$ cat src/rtl/switch_conditioner.sv
// switch_conditioner: synchronise, debounce and edge-detect a raw push-button.
// Also raises a one-cycle long-press strobe and a held-long level.
//
// Ports:
//   i_Clk         system clock, all logic on posedge
//   i_Reset       synchronous active-high reset
//   i_Switch      raw asynchronous button pin
//   o_Switch      debounced level, same polarity as the pin
//   o_Press       1-cycle strobe when o_Switch becomes PRESS_LEVEL
//   o_Release     1-cycle strobe when o_Switch leaves PRESS_LEVEL
//   o_Long_Press  1-cycle strobe after LONG_PRESS_LIMIT held cycles
//   o_Held_Long   level, set with o_Long_Press, cleared with o_Release
module switch_conditioner #(
    parameter int   DEBOUNCE_LIMIT   = 250000,
    parameter int   LONG_PRESS_LIMIT = 25000000,
    parameter logic PRESS_LEVEL      = 1'b1
) (
    input  logic i_Clk,
    input  logic i_Reset,
    input  logic i_Switch,
    output logic o_Switch,
    output logic o_Press,
    output logic o_Release,
    output logic o_Long_Press,
    output logic o_Held_Long
);

    localparam int DB_W   = $clog2(DEBOUNCE_LIMIT + 1);
    localparam int HOLD_W = $clog2(LONG_PRESS_LIMIT + 1);

    localparam logic [DB_W-1:0]   DB_LAST   = DB_W'(DEBOUNCE_LIMIT - 1);
    localparam logic [DB_W-1:0]   DB_ONE    = DB_W'(1);
    localparam logic [HOLD_W-1:0] HOLD_MAX  = HOLD_W'(LONG_PRESS_LIMIT);
    localparam logic [HOLD_W-1:0] HOLD_LAST = HOLD_W'(LONG_PRESS_LIMIT - 1);
    localparam logic [HOLD_W-1:0] HOLD_ONE  = HOLD_W'(1);

    logic              sync1_q, sync1_d;
    logic              sync2_q, sync2_d;
    logic              level_q, level_d;
    logic [DB_W-1:0]   db_cnt_q, db_cnt_d;
    logic [HOLD_W-1:0] hold_q, hold_d;
    logic              press_q, press_d;
    logic              release_q, release_d;
    logic              long_q, long_d;
    logic              held_q, held_d;
    logic              accept;
    logic              pressed;

    always_comb begin
        sync1_d   = i_Switch;
        sync2_d   = sync1_q;
        level_d   = level_q;
        db_cnt_d  = '0;
        hold_d    = hold_q;
        held_d    = held_q;
        accept    = 1'b0;
        pressed   = (level_q == PRESS_LEVEL);

        // Any cycle where the synced pin agrees with the level restarts the count.
        if (sync2_q != level_q) begin
            if (db_cnt_q == DB_LAST) begin
                level_d = sync2_q;
                accept  = 1'b1;
            end else begin
                db_cnt_d = db_cnt_q + DB_ONE;
            end
        end

        // Strobes are registered alongside the level so they line up with it.
        press_d   = accept && (sync2_q == PRESS_LEVEL);
        release_d = accept && (sync2_q != PRESS_LEVEL);

        if (!pressed) begin
            hold_d = '0;
        end else if (hold_q != HOLD_MAX) begin
            hold_d = hold_q + HOLD_ONE;
        end

        // Saturation makes HOLD_LAST reachable only once per press.
        // A long press landing on the release edge is dropped.
        long_d = pressed && (hold_q == HOLD_LAST) && !release_d;

        if (release_d || !pressed) begin
            held_d = 1'b0;
        end else if (long_d) begin
            held_d = 1'b1;
        end
    end

    always_ff @(posedge i_Clk) begin
        if (i_Reset) begin
            sync1_q   <= ~PRESS_LEVEL;
            sync2_q   <= ~PRESS_LEVEL;
            level_q   <= ~PRESS_LEVEL;
            db_cnt_q  <= '0;
            hold_q    <= '0;
            press_q   <= 1'b0;
            release_q <= 1'b0;
            long_q    <= 1'b0;
            held_q    <= 1'b0;
        end else begin
            sync1_q   <= sync1_d;
            sync2_q   <= sync2_d;
            level_q   <= level_d;
            db_cnt_q  <= db_cnt_d;
            hold_q    <= hold_d;
            press_q   <= press_d;
            release_q <= release_d;
            long_q    <= long_d;
            held_q    <= held_d;
        end
    end

    assign o_Switch     = level_q;
    assign o_Press      = press_q;
    assign o_Release    = release_q;
    assign o_Long_Press = long_q;
    assign o_Held_Long  = held_q;

endmodule

$ cat config.mk
export PLATFORM = sky130hd
export DESIGN_NAME = switch_conditioner
export DESIGN_NICKNAME = d
export VERILOG_FILES = /design/src/rtl/switch_conditioner.sv
export SDC_FILE = /design/constraint.sdc
export NUM_CORES = 1
export LEC_CHECK = 0
export CAP_MARGIN = 20
export CORE_MARGIN = 5
export CORE_UTILIZATION = 45
export CTS_BUF_LIST = sky130_fd_sc_hd__clkbuf_2
export DETAILED_ROUTE_END_ITERATION = 7
export DONT_BUFFER_PORTS = 1
export HOLD_SLACK_MARGIN = 0.08
export MAX_ROUTING_LAYER = met4
export PLACE_DENSITY_LB_ADDON = 0.05
export SLEW_MARGIN = 20
export SYNTH_ARGS = -nofsm -noshare
export SYNTH_HDL_FRONTEND = slang
export SYNTH_SLANG_ARGS = --single-unit
$ cat constraint.sdc
create_clock -name i_Clk -period 2.53 [get_ports i_Clk]
set_clock_uncertainty 0.15 [all_clocks]
set_input_delay 0.3795 -clock i_Clk [delete_from_list [all_inputs] [get_ports i_Clk]]
set_output_delay 0.3795 -clock i_Clk [all_outputs]
set_load 0.1 [all_outputs]
==> out/metrics.cfg, run 1 <==
[finish]
seq_area_sq_um = 1000
syn_to_final_growth_pct = 7.35
final_cell_mix = dfxtp_1 (50), nor2_1 (26), nand3_1 (18), a21oi_1 (18), xnor2_1 (15)
drive_gt1_share_pct = 7.75
insertedDiodeCount = 0
fillCellCount = 483
final_common_cell = dfxtp_1
multi_input_area_sq_um = 1180
layout.nets = 276

[setup_path]
start_kind = flop
path_class = reg2reg
cp_max_fo = 14
crit_chain = ha_1, nand2_1, or4_4, or4_1, a21oi_1
cp-end-kind = flop
cp.arrival_ns = 2.45
cp_data_required_time_ns = 2.76
critPathSlowestCell = or4_4
critical-path-max-stage-delay_ns = 0.58

[clock_network]
cts-buffers-inserted = 5
clockRootBuffer = clkbuf_2
cts.repair.resized = 0
clockBufferDepth = 2
clk_pin_slew_ns = 0.25
cts.sinks = 50
htreeDepth = 2
cts_tree = yes
clk_latency_ns = 0.43

[synthesis]
syn_inst = 263
synth_warnings = 0
synth_cell_type_count = 37
synth_nets = 269
synth.avg_cell_area_sq_um = 8.61
seq_area_frac_synth_pct = 44.2
synth_seq_cells = 50
async_reset_ff_share_pct = 0
synth_edf_count = 0
netlist_area_sq_um = 2260
synth_flop_cell = dfxtp_1

[placed_design]
place_congestion = 0.718
dp_hpwl_mm = 3.06
port_buffers = 0

[die]
start_util_pct = 47.0
die_h_um = 80.9
die_area_sq_um = 6550
core_sq_um = 4820
row_count = 25
io_pins = 8
die_w_um = 80.9

[sta]
slew_viol_final = 0
fin_crit_sh_pct = 87.9
worst_pin_slew_ns = 0.540
fin_crit_ns = 2.22
rsz0062_at_grt = no
whs_ns = 0.306
tns_ns = 0
setup_viol = 0
clock.fmax_mhz = 450
hold_viol = 0
slew_headroom_pct = 64.0

[route]
ant_nets = 0
wl_per_cell_um = 12.8
finalWirelength_mm = 4.33
drc = 0
vias = 1857
viasPerCell = 5.49
drt_iter0_drc = 113
drt_first_pass_iters = 4

[pwr]
p_per_area_nw_per_um2 = 467
power_mw = 1.14
p_int_mw = 0.866
p_seq_share_pct = 69.9
clock_power_share_pct = 29.3
p_sw_mw = 0.270
p_sw_share_pct = 23.7
p_comb_share_pct = 0.8
leakage_nw = 0.677
ir_drop_mv = 0.191

[global_routing]
overflow = 0
track_usage_pct = 15.0
grt_start_max_net_pins = 17
antenna_found_initial = 0
grt_pass1_vias = 1633
grt_pass1_wl_mm = 7.55

[flow_run]
maxCapViolCount = 0

[worst_hold_path]
hold_class = in2reg

[status]
status = complete, no violations

==> worst paths after layout <==
kind / startpoint / endpoint / slack, ns / cells past startpoint
worst max-delay path: hold_q[0] / hold_q[22] / 0.31 / 5
worst min-delay path: i_Reset / hold_q[17] / 0.31 / 2
worst max register to register: hold_q[0] / hold_q[22] / 0.31 / 5
worst min register to register: sync1_q / sync2_q / 0.31 / 1
==> power by group through the flow <==
stage / logic (mW) / registers, mW / clock network [mW]
2_1_floorplan: 0.00434 / 0.808 / 0
3_3_place_gp: 0.00632 / 0.808 / 0
3_5_place_dp: 0.00638 / 0.808 / 0
4_1_cts: 0.00961 / 0.794 / 0.347
5_1_grt: 0.0108 / 0.796 / 0.386
6_report: 0.00941 / 0.794 / 0.332
==> final cells by class <==
cell class,instances,area share [%]
Inverter,11,1.70
Clock buffer,5,1.03
Sequential cell,50,41.2
Multi-Input combinational cell,192,48.5
Tap cell,67,3.45
Timing Repair Buffer,10,3.29
Clock inverter,3,0.823
==> worst max-delay path: cells and delay by family, from the launching register on <==
kind            cells  cell delay [ns]
compound gates      1             0.15
fa+ha+maj           1             0.23
flops               1             0.45
simple gates        3             1.20
==> routing by layer <==
layer  global-route usage [%]  part of all wire [%]
met1                     20.7                    53
met2                     21.4                    41
met3                     3.77                   4.3
met4                     5.07                   1.3
met5                        -                     0
==> cells by family (layout without fill, tap and decap cells) <==
group / Yosys count / in the layout / synth area share [%]
compound gates: 43 / 43 / 11.2
xor+xnor: 22 / 22 / 8.51
fa+ha+maj: 3 / 3 / 1.66
buf+inv: 21 / 29 / 3.70
flops: 50 / 50 / 44.2
simple gates: 124 / 124 / 30.8
==> timing repair <==
| item | CTS | global route |
|---|---|---|
| setup buffers | 0 | 0 |
| hold buffers | 2 | 0 |
| endpoints found under the hold margin | 8 | 0 |
==> cell usage after synthesis (all sizes together) (3+ instances only) <==
cell,count,area [sq um]
dfxtp,50,1000
nor2,26,97.6
nand3,19,100
a21oi,18,90.1
xnor2,15,131
o21ai,13,65.1
or3,12,75.1
inv,11,41.3
nand2,10,37.5
nand4,10,62.6
nor3,10,50.1
clkbuf,8,30.0
or4,8,67.6
nor4,7,43.8
o31ai,7,52.6
xor2,7,61.3
and3,6,37.5
nor4b,4,35.0
ha,3,37.5
nor2b,3,18.8
==> metrics by stage <==
step	instance area (sq um)	setup slack, ns	utilization (%)	instances
global placement	2370	0.389	49.1	328
CTS	2430	0.307	50.5	338
global route	2430	0.133	50.5	338
detailed placement	2370	0.352	49.1	328
floorplan	2260	0.431	-	263
finish	2430	0.306	50.5	338
==> flip-flops by register name, indices dropped and copies added (netlist names) <==
register / cells
db_cnt_q: 18
o_Press: 1
o_Release: 1
sync2_q: 1
hold_q: 25
o_Long_Press: 1
sync1_q: 1
o_Switch: 1
o_Held_Long: 1
Power figures use the tool's default switching activity.
==> run 2, diff against run 1 <==
--- a/config.mk
+++ b/config.mk
@@ -5,7 +5,6 @@
 export SDC_FILE = /design/constraint.sdc
 export NUM_CORES = 1
 export LEC_CHECK = 0
-export CAP_MARGIN = 20
 export CORE_MARGIN = 5
 export CORE_UTILIZATION = 45
 export CTS_BUF_LIST = sky130_fd_sc_hd__clkbuf_2
==> results of run 2 <==
The final DEF is identical to that of run 1; final timing and power are the same.
==> run 3, diff against run 2 <==
--- a/config.mk
+++ b/config.mk
@@ -6,7 +6,7 @@
 export NUM_CORES = 1
 export LEC_CHECK = 0
 export CORE_MARGIN = 5
-export CORE_UTILIZATION = 45
+export CORE_UTILIZATION = 50
 export CTS_BUF_LIST = sky130_fd_sc_hd__clkbuf_2
 export DETAILED_ROUTE_END_ITERATION = 7
 export DONT_BUFFER_PORTS = 1
==> out/metrics.cfg, run 3 (synthesis results as in run 1) <==
[sta]
slew_headroom_pct = 64.3
clock.fmax_mhz = 448
rsz0062_at_grt = no
setup_viol = 0
tns_ns = 0
slew_viol_final = 0
fin_crit_ns = 2.23
fin_crit_sh_pct = 88.2
worst_pin_slew_ns = 0.535
hold_viol = 0

[setup_path]
critPathSlowestCell = or4_4
cp-end-kind = flop
worst-path-buf-inv = 0
cp_max_fo = 14
cp_data_required_time_ns = 2.74
start_kind = flop
critical-path-max-stage-delay_ns = 0.59
worst_path_dominant_cell_family = simple AND/OR/NAND/NOR gates
crit_chain = ha_1, nand2_1, or4_4, or4_1, a21oi_1
cp.arrival_ns = 2.44
path_class = reg2reg

[route]
vias = 1865
viasPerCell = 5.77
finalWirelength_mm = 4.39
wl_per_cell_um = 13.6
ant_nets = 0
drc = 0
drt_iter0_drc = 135
drt_first_pass_iters = 6

[clock_network]
cts-buffers-inserted = 5
cts_tree = yes
clockRootBuffer = clkbuf_2
cts.repair.resized = 0
htreeDepth = 2
clockBufferDepth = 2
clk_latency_ns = 0.41
cts.sinks = 50
post-cts-setup-buffers = 0
clk_pin_slew_ns = 0.24

[global_routing]
antenna_found_initial = 0
grt_pass1_wl_mm = 8.00
grt_pass1_vias = 1722
grt_start_max_net_pins = 17
overflow = 0
track_usage_pct = 16.5

[die]
die_w_um = 77.3
die_area_sq_um = 5980
die_h_um = 77.3
core_sq_um = 4380
row_count = 24
io_pins = 8
start_util_pct = 51.7

[pwr]
p_int_mw = 0.860
p_per_area_nw_per_um2 = 461
ir_drop_mv = 0.224
p_seq_share_pct = 71.5
p_comb_share_pct = 0.8
leakage_nw = 0.676
p_sw_share_pct = 22.5
clock_power_share_pct = 27.7
p_sw_mw = 0.250

[finish]
stdcell_area_sq_um = 2410
reg_top3 = hold_q (25), db_cnt_q (18)
layout.nets = 276
final_common_cell = dfxtp_1
final_cell_mix = dfxtp_1 (50), nor2_1 (26), nand3_1 (18), a21oi_1 (18), xnor2_1 (15)
largest_reg_flops = 25
drive_gt1_share_pct = 7.75
regMostFlops = hold_q
syn_to_final_growth_pct = 6.35
insertedDiodeCount = 0
fillCellCount = 430

[flow_run]
maxCapViolCount = 0

[placed_design]
dp_hpwl_mm = 3.07
place_congestion = 0.828
port_buffers = 0
placed_area_sq_um = 2350

[status]
status = complete, no violations

[worst_hold_path]
hold_class = reg2reg

[run 3: cell count changes in the layout (fill, tap and decap cells not counted)]
cell and delta:
clkinv_2 +1, inv_6 -1
[run 3: path summary, 6_finish.rpt]
kind | startpoint | to | slack (ns) | cells after the start
worst max register to register | hold_q[0] | hold_q[22] | 0.30 | 5
worst min-delay path | sync1_q | sync2_q | 0.33 | 1
worst min register to register | sync1_q | sync2_q | 0.33 | 1
worst max-delay path | hold_q[0] | hold_q[22] | 0.30 | 5
[run 3: cell type report]
class                      instances  area [sq um]  share of cell area [%]
timing repair buffer              10          80.1                    3.32
inverter                          11          41.3                    1.71
multi-input combinational        192          1180                    49.0
sequential                        50          1000                    41.6
clock inverter                     3          16.3                   0.675
tap                               52          65.1                    2.70
clock buffer                       5          25.0                    1.04
[run 3: metal layers]
metal | GRT usage [%] | share of wire (%)
met3 | 4.10 | 3.1
met4 | 4.64 | 1.2
met1 | 23.4 | 53
met2 | 23.2 | 43
met5 | - | 0
[run 3: repair_timing]
item | 4_1_cts | 5_1_grt
endpoints found under the setup margin | 0 | 0
hold buffers | 2 | 0
endpoints found under the hold margin | 8 | 0
[run 3: power groups by stage]
| stage | clock (mW) | sequential, mW | combinational [mW] |
|---|---|---|---|
| after floorplan | 0 | 0.808 | 0.00434 |
| after global placement | 0 | 0.808 | 0.00581 |
| after detailed placement | 0 | 0.808 | 0.00574 |
| after CTS | 0.329 | 0.794 | 0.00915 |
| after global routing | 0.368 | 0.795 | 0.0101 |
| final | 0.307 | 0.794 | 0.00892 |
[run 3: stage by stage]
step | hold WS [ns] | power, mW | instances | setup slack, ns | util [%]
finish | 0.329 | 1.11 | 323 | 0.299 | 54.9
CTS | 0.305 | 1.13 | 323 | 0.296 | 54.9
global route | 0.340 | 1.17 | 323 | 0.167 | 54.9
floorplan | 0.264 | 0.812 | 263 | 0.431 | -
global placement | 0.266 | 0.814 | 313 | 0.383 | 53.5
detailed placement | 0.285 | 0.814 | 313 | 0.350 | 53.5
